File: src/rtl/aes_byte_rx.sv
// aes_byte_rx
// Chip-side receiver for the AES-128 core. Bytes arrive from a slow external
// driver with a toggle strobe. They are synchronised into clk and assembled
// into 16-byte words. The first word after reset, and any word that starts
// with a rekey request, is presented as a key. Every other word is presented
// as a data block on a valid/ready handshake.
//
// Ports
//   clk        core clock
//   rst        asynchronous reset, active-low
//   in_data    byte from driver (async, stable around each strobe)
//   in_valid   toggle strobe, one level change per byte
//   in_cu      rekey request, sampled at byte 0 of a word
//   in_id      stream tag, sampled at byte 0 of a word
//   key_out    last received key, byte 0 in [127:120]
//   key_valid  one-cycle pulse when key_out updates
//   blk_out    data block, byte 0 in [127:120]
//   blk_id     tag captured with blk_out
//   blk_valid  block available, held until accepted
//   blk_ready  core accepts the block when blk_valid & blk_ready
//   ovf        sticky: block dropped because the previous one was not taken
//   tmo        sticky: partial word discarded on timeout
module aes_byte_rx #(
  parameter int TIMEOUT = 1024,
  parameter int SETTLE  = 2
) (
  input  logic         clk,
  input  logic         rst,
  input  logic [7:0]   in_data,
  input  logic         in_valid,
  input  logic         in_cu,
  input  logic         in_id,
  output logic [127:0] key_out,
  output logic         key_valid,
  output logic [127:0] blk_out,
  output logic         blk_id,
  output logic         blk_valid,
  input  logic         blk_ready,
  output logic         ovf,
  output logic         tmo
);

  localparam logic [0:0] S_KEY  = 1'b0;
  localparam logic [0:0] S_DATA = 1'b1;

  localparam int TW = (TIMEOUT > 2) ? $clog2(TIMEOUT) : 1;

  logic         v_s1, v_s2, v_d;
  logic         cu_s1, cu_s2;
  logic         id_s1, id_s2;
  logic [7:0]   d_s1, d_s2;
  logic [2:0]   arm;
  logic         strobe;
  logic         capture;

  logic         pend;
  logic [1:0]   scnt;
  logic [3:0]   cnt;
  logic [TW-1:0] tcnt;
  logic [127:0] shift_reg;
  logic         wtype;
  logic         tag;
  logic         done;
  logic [0:0]   state;

  // arm fills with ones after reset. The edge detector is held off until
  // v_d has taken the synchronised in_valid level. A toggle level that is
  // already present at reset release is therefore not seen as a strobe.
  assign strobe  = arm[2] & (v_s2 ^ v_d);
  assign capture = pend & (scnt == 2'(SETTLE - 1));

  always_ff @(posedge clk or negedge rst) begin
    if (!rst) begin
      v_s1  <= 1'b0;
      v_s2  <= 1'b0;
      v_d   <= 1'b0;
      cu_s1 <= 1'b0;
      cu_s2 <= 1'b0;
      id_s1 <= 1'b0;
      id_s2 <= 1'b0;
      d_s1  <= '0;
      d_s2  <= '0;
      arm   <= '0;
    end else begin
      v_s1  <= in_valid;
      v_s2  <= v_s1;
      v_d   <= v_s2;
      cu_s1 <= in_cu;
      cu_s2 <= cu_s1;
      id_s1 <= in_id;
      id_s2 <= id_s1;
      d_s1  <= in_data;
      d_s2  <= d_s1;
      arm   <= {arm[1:0], 1'b1};
    end
  end

  always_ff @(posedge clk or negedge rst) begin
    if (!rst) begin
      pend      <= 1'b0;
      scnt      <= '0;
      cnt       <= '0;
      tcnt      <= '0;
      shift_reg <= '0;
      wtype     <= 1'b0;
      tag       <= 1'b0;
      done      <= 1'b0;
      state     <= S_KEY;
      key_out   <= '0;
      key_valid <= 1'b0;
      blk_out   <= '0;
      blk_id    <= 1'b0;
      blk_valid <= 1'b0;
      ovf       <= 1'b0;
      tmo       <= 1'b0;
    end else begin
      key_valid <= 1'b0;
      done      <= 1'b0;

      // Settle window: a strobe seen while a capture is pending is ignored.
      if (capture) begin
        pend <= 1'b0;
      end else if (strobe && !pend) begin
        pend <= 1'b1;
        scnt <= '0;
      end else if (pend) begin
        scnt <= scnt + 2'd1;
      end

      if (capture) begin
        // {~cnt, 3'b111} equals 127 - 8*cnt, the MSB of byte slot cnt.
        shift_reg[{~cnt, 3'b111} -: 8] <= d_s2;
        cnt  <= cnt + 4'd1;
        tcnt <= '0;
        if (cnt == 4'd0) begin
          wtype <= (state == S_KEY) | cu_s2;
          tag   <= id_s2;
        end
        if (cnt == 4'd15) begin
          done <= 1'b1;
        end
      end else if (cnt != 4'd0) begin
        if (tcnt == TW'(TIMEOUT - 1)) begin
          cnt  <= '0;
          tcnt <= '0;
          tmo  <= 1'b1;
        end else begin
          tcnt <= tcnt + 1'b1;
        end
      end else begin
        tcnt <= '0;
      end

      if (blk_valid && blk_ready) begin
        blk_valid <= 1'b0;
      end

      if (done) begin
        if (wtype) begin
          key_out   <= shift_reg;
          key_valid <= 1'b1;
          state     <= S_DATA;
        end else if (!blk_valid || blk_ready) begin
          blk_out   <= shift_reg;
          blk_id    <= tag;
          blk_valid <= 1'b1;
        end else begin
          ovf <= 1'b1;
        end
      end
    end
  end

endmodule

File: config.mk
export PLATFORM = sky130hd
export DESIGN_NAME = aes_byte_rx
export DESIGN_NICKNAME = d
export VERILOG_FILES = /design/src/rtl/aes_byte_rx.sv
export SDC_FILE = /design/constraint.sdc
export NUM_CORES = 1
export LEC_CHECK = 0
export BUFFER_PORTS_ARGS = -buffer_cell sky130_fd_sc_hd__buf_2
export CELL_PAD_IN_SITES_DETAIL_PLACEMENT = 1
export CELL_PAD_IN_SITES_GLOBAL_PLACEMENT = 1
export CORE_MARGIN = 4
export CORE_UTILIZATION = 30
export CTS_BUF_LIST = sky130_fd_sc_hd__clkbuf_8
export CTS_CLUSTER_DIAMETER = 60
export CTS_CLUSTER_SIZE = 25
export DETAILED_ROUTE_END_ITERATION = 12
export PLACE_DENSITY_LB_ADDON = 0.1
export RECOVER_POWER = 50
export SLEW_MARGIN = 5
export SYNTH_ARGS = -nofsm -noshare
export SYNTH_HDL_FRONTEND = slang
export SYNTH_SLANG_ARGS = --single-unit
File: constraint.sdc
create_clock -name clk -period 2.4 [get_ports clk]
set_input_delay 0 -clock clk [delete_from_list [all_inputs] [get_ports clk]]
set_output_delay 0 -clock clk [all_outputs]
set_load 0.02 [all_outputs]
* After elaboration in Yosys (flattened, before gate mapping)
Index checks and enable logic that the tools add are counted.
** Word-level totals
- Bits in registers :: 436
- Input port bits :: 14
- Output and inout port bits :: 261
- Word-level logic and storage cells :: 81
** Cells by class
- Add/subtract/negate cells :: 4
- Eq/ne operators :: 3
- Shift operators :: 2
- Multiplexer cells :: 19
- Bitwise operators :: 9
- Reduce and logical (&&, ||, !) cells :: 18
** Operator list (count)
- $shift 8x9->135 const A :: 1
- $shiftx 8x9->135 :: 1
- $bwmux 128 :: 1
- $mux 10 :: 3
- $mux 4 :: 3
- $add 10x1->10 const B :: 1
- $eq 10x10->1 const B :: 1
- $mux 1 :: 10
- $neg 7->9 :: 1
- $reduce_and 3->1 :: 3
- $reduce_and 2->1 :: 4
- $reduce_bool 2->1 :: 4
- $add 4x1->4 const B :: 1
- $eq 4x4->1 const B :: 1
- $logic_not 4->1 :: 1
- $mux 2 :: 2
- $not 1->1 :: 4
- $not 4->4 :: 1
- $reduce_bool 4->1 :: 1
- $add 2x1->2 const B :: 1
- $and 1x1->1 :: 2
- $eq 2x1->1 const B :: 1
- $logic_and 1x1->1 :: 2
- $logic_not 1->1 :: 2
- other kinds (3) :: 3

* Longest topological paths before layout
- Depth in word-level cells :: 5
- Mapped depth :: 8

* Worst setup path after synthesis
Ideal clock, no wire load.
- Path kind :: reg2reg
- Start :: register cnt[0]
- End :: register tmo
- Data arrival time :: 1.751 ns
- Required time :: 2.276 ns
- Path slack :: 0.525 ns
- Cell stages (with the launch flop) :: 8
- Buffers on the path :: 1
- Period minus slack after synthesis :: 1.875 ns
- Cell sequence :: dfrtp_1 -> inv_1 -> clkbuf_1 -> ha_1 -> nor3b_1 -> a21o_2 -> nor2_1 -> or2_1
** Between the ends
- Longest elaborated chain between the ends :: 2
** Ends and longest elaborated chain
- start, declared :: line 58 : logic [3:0] cnt;
- start signal, assigned :: line 133 : cnt <= cnt + 4'd1;
- $reduce_bool 4->1 :: line 142 : end else if (cnt != 4'd0) begin
- $reduce_and 3->1 (no source line)
- end signal, assigned :: line 115 : tmo <= 1'b0;
- end signal, assigned :: line 146 : tmo <= 1'b1;
- end, declared :: line 40 : output logic tmo
Every way passes these cells.
A chain may end at the register's enable or synchronous reset.

* Final worst setup path
- Start :: register scnt[1]
- End :: register shift_reg[22]
** Between the ends
- Longest elaborated chain between the ends :: 2
** Ends and longest elaborated chain
- start, declared :: line 57 : logic [1:0] scnt;
- start signal, assigned :: line 127 : scnt <= scnt + 2'd1;
- $eq 2x1->1 :: line 70 : assign capture = pend & (scnt == 2'(SETTLE - 1));
- $and 1x1->1 :: line 70
- end signal, assigned by index :: line 132 : shift_reg[{~cnt, 3'b111} -: 8] <= d_s2;
- end, declared :: line 60 : logic [127:0] shift_reg;
Every way passes these cells.

==> flow_summary_export.csv <==
group,metric,value,unit
status,run_status,"finished, final reports clean",
yosys,yosys_warnings,0,
place,placed_cells_incl_taps,1997,
cells_and_area,nNetsFinal,1387,
place,routabilityCongestion,0.717,
worst_setup_path,worst_setup_path_end_kind,"flip-flop",
place,port_buffers,274,
cells_and_area,final_cells,2096,
cells_and_area,fillerInstances,5629,
drt,ant_nets,0,
timing,clock-skew-final,30.9,ps
worst_setup_path,setup.worst_path.start_class,"flip-flop",
timing,worst_hold_margin,59.2,ps
cts,h_tree_depth_reported_by_cts,2,
timing,report.final.slew_viol_count,0,
grt,grt_util_all_layers,15.5,%
timing,tightest_slew,1360,ps
power,p_per_area,771,mW/mm²
worst_setup_path,cp_data_required_time,2920,ps
floorplanning,floorplan.die.height,242,µm
cells_and_area,sequential_cell_area,0.0109,mm²
run,drv.max_cap_violation_count,0,
cts,cts.path.max_buffers,3,
drt,m1WireLength,20500,µm
floorplanning,fp.coreArea,0.0540,mm²
drt,avgRoutedWirePerCell,21.6,µm
power,worst_ir_drop_vdd,436,µV
cells_and_area,mostFrequentLayoutCell,"dfrtp_1",
timing,tns,0,ps
drt,wl_met3,1930,µm
timing,period_needed,2080,ps
floorplanning,die_area,0.0585,mm²
floorplanning,initial_utilization,30.4,%
grt,number_of_global_route_vias_before_repair,10600,
worst_setup_path,cp_max_fo,12,
drt,top_layer,"met4",
cts,cts_made_buffers,42,
worst_setup_path,critical_path.cell_chain,"inv_1, ha_1, nand2_2, nor2_4, nand2_1, mux2_2",
worst_setup_path,criticalPathCategory,"flip-flop to flip-flop",
cells_and_area,multi_input_area,0.00524,mm²
yosys,ys_async_sr_fraction,100,%
worst_setup_path,crit_path_top_delay_cell,"ha_1",
yosys,synthFlopType,"dfrtp_1",
grt,grt_pass1_wl,70700,µm
timing,setup-violations-final,0,
cts,clkTransAtPathRegs,100,ps
cts,number_of_sinks_handled_by_clock_tree_synthesis,436,
yosys,syn_area,0.0164,mm²
hold_path,class_of_the_tightest_hold_or_removal_check,"primary input to flip-flop",
grt,number_of_antenna_violations_at_the_first_check_in_global_routing,1,
cells_and_area,drive_gt1_share,44.6,%
cts,root_buffer_cell,"clkbuf_8",
drt,met2RoutedLength,22100,µm
cells_and_area,areaGrowthSynthToFinish,20.4,%
drt,drt_pass1_iterations,4,
grt,globalRouteOverflowTotal,0,
yosys,netlist-cell-type-count,41,
timing,finalCritPeriodShare,86.7,%
yosys,synth_cells,1047,
yosys,synth_fp_nets,1069,
cells_and_area,commonest_cells_after_routing_fill_and_taps_aside,"436 x dfrtp_1, 321 x mux2_2, 170 x buf_2, 106 x clkbuf_1, 55 x nand2_1",
yosys,postSynthRegisterBits,436,
yosys,ys_seq_area_share,66.5,%
drt,drc,0,
worst_setup_path,timing.critical_path.slowest_cell_delay,390,ps
timing,worst_slew_margin_rel,9.01,%
drt,vias,9582,
floorplanning,rows,85,
floorplanning,design.portCount,275,
timing,timing.fmax,0.481,GHz
drt,route.detailed.vias_per_inst,4.57,
place,hpwlAfterDp,30800,µm
grt,grt_max_degree,81,
drt,drt_first_iter_violations,320,
yosys,synth-edff-count,0,
cts,clk_latency,630,ps
worst_setup_path,critPathArrivalTime,2600,ps
yosys,average_footprint_of_a_synthesized_cell,15.7,µm²
floorplanning,die_x,242,µm
worst_setup_path,cp.buffers_inverters,1,
worst_setup_path,crit_family,"simple AND/OR/NAND/NOR gates",
timing,grt_setup_unrepaired,"no",
drt,total_routed_length,45300,µm
timing,hold_viol_final,0,
power,power_leakage,10.4,nW
cts,cts_tree,"done",
-- cells by family after synthesis --
group / synth area share, %
DFF: 66.5
xor gates and xnor gates: 0.374
buffers and inverters: 1.57
other: 0.0229
and+or+nand+nor: 4.58
adders and majority gates: 0.610
muxes: 24.8
AOI/OAI and AO/OA: 1.58
-- metal layers --
metal	global-route usage [%]	vias up
met1	21.2	5059
met5	0	-
met2	25.8	172
met3	3.21	48
met4	3.28	0
li1	-	4303
-- final cells by class --
type                       count  area share [%]
inverter                       8           0.165
multi-input combinational    559            26.5
tap                          696            4.41
sequential                   436            55.2
antenna                        2          0.0253
timing repair buffer         318            8.55
clock inverter                31            1.85
clock buffer                  46            3.21
-- per-stage QoR --
step	cell area, µm²	utilization (%)	total power [mW]	setup WS [ps]
floorplan	16400	-	9.28	525
global placement	18800	34.8	10.0	396
detailed placement	18800	34.8	10.1	359
CTS	20000	37.0	15.6	303
global route	19700	36.5	16.1	135
finish	19700	36.6	15.2	320
-- power by group --
group	internal (mW)	switching, mW
sequential	7.78	0.489
clock	2.30	3.03
combinational	0.684	0.935
-- final timing paths --
path / startpoint / end / slack [ps] / cells past startpoint
max in group asynchronous: rst / blk_out[106]$_DFFE_PN0P_ / 420 / 3
worst min-delay path: in_data[2] / d_s1[2]$_DFF_PN0_ / 60 / 2
worst max register to register: scnt[1]$_DFFE_PN0P_ / shift_reg[22]$_DFFE_PN0P_ / 320 / 6
min in group asynchronous: rst / key_out[115]$_DFFE_PN0P_ / 870 / 3
worst min register to register: d_s1[2]$_DFF_PN0_ / d_s2[2]$_DFF_PN0_ / 350 / 0
worst max-delay path: scnt[1]$_DFFE_PN0P_ / shift_reg[22]$_DFFE_PN0P_ / 320 / 6
-- cell usage after synthesis (all sizes together), types with 2 or more instances --
library cell    n  area [µm²]
and4            3        26.3
o21ai          40         200
nand4           6        37.5
ha              8         100
a21oi           4        20.0
dfrtp         436       10900
nand2b          5        31.3
nand2          67         309
and2            8        50.1
and3           19         119
xnor2           3        26.3
clkbuf         10        37.5
nand3          10        50.1
mux2          354        4050
nor2b           2        20.0
inv             8        30.0
nor2           12        52.6
buf            34         190
xor2            4        35.0
-- timing repair --
item,CTS,global route
endpoints found under the hold margin,449,1
setup buffers,0,0
hold buffers,19,1
resized for setup,0,0
-- worst register-to-register path, cell delays in order (launching register included) --
cell and delay (ps):
dfrtp_1 380, inv_1 70, ha_1 390, nand2_2 200, nor2_4 220, nand2_1 340
mux2_2 390
Power figures use the tool's default switching activity.
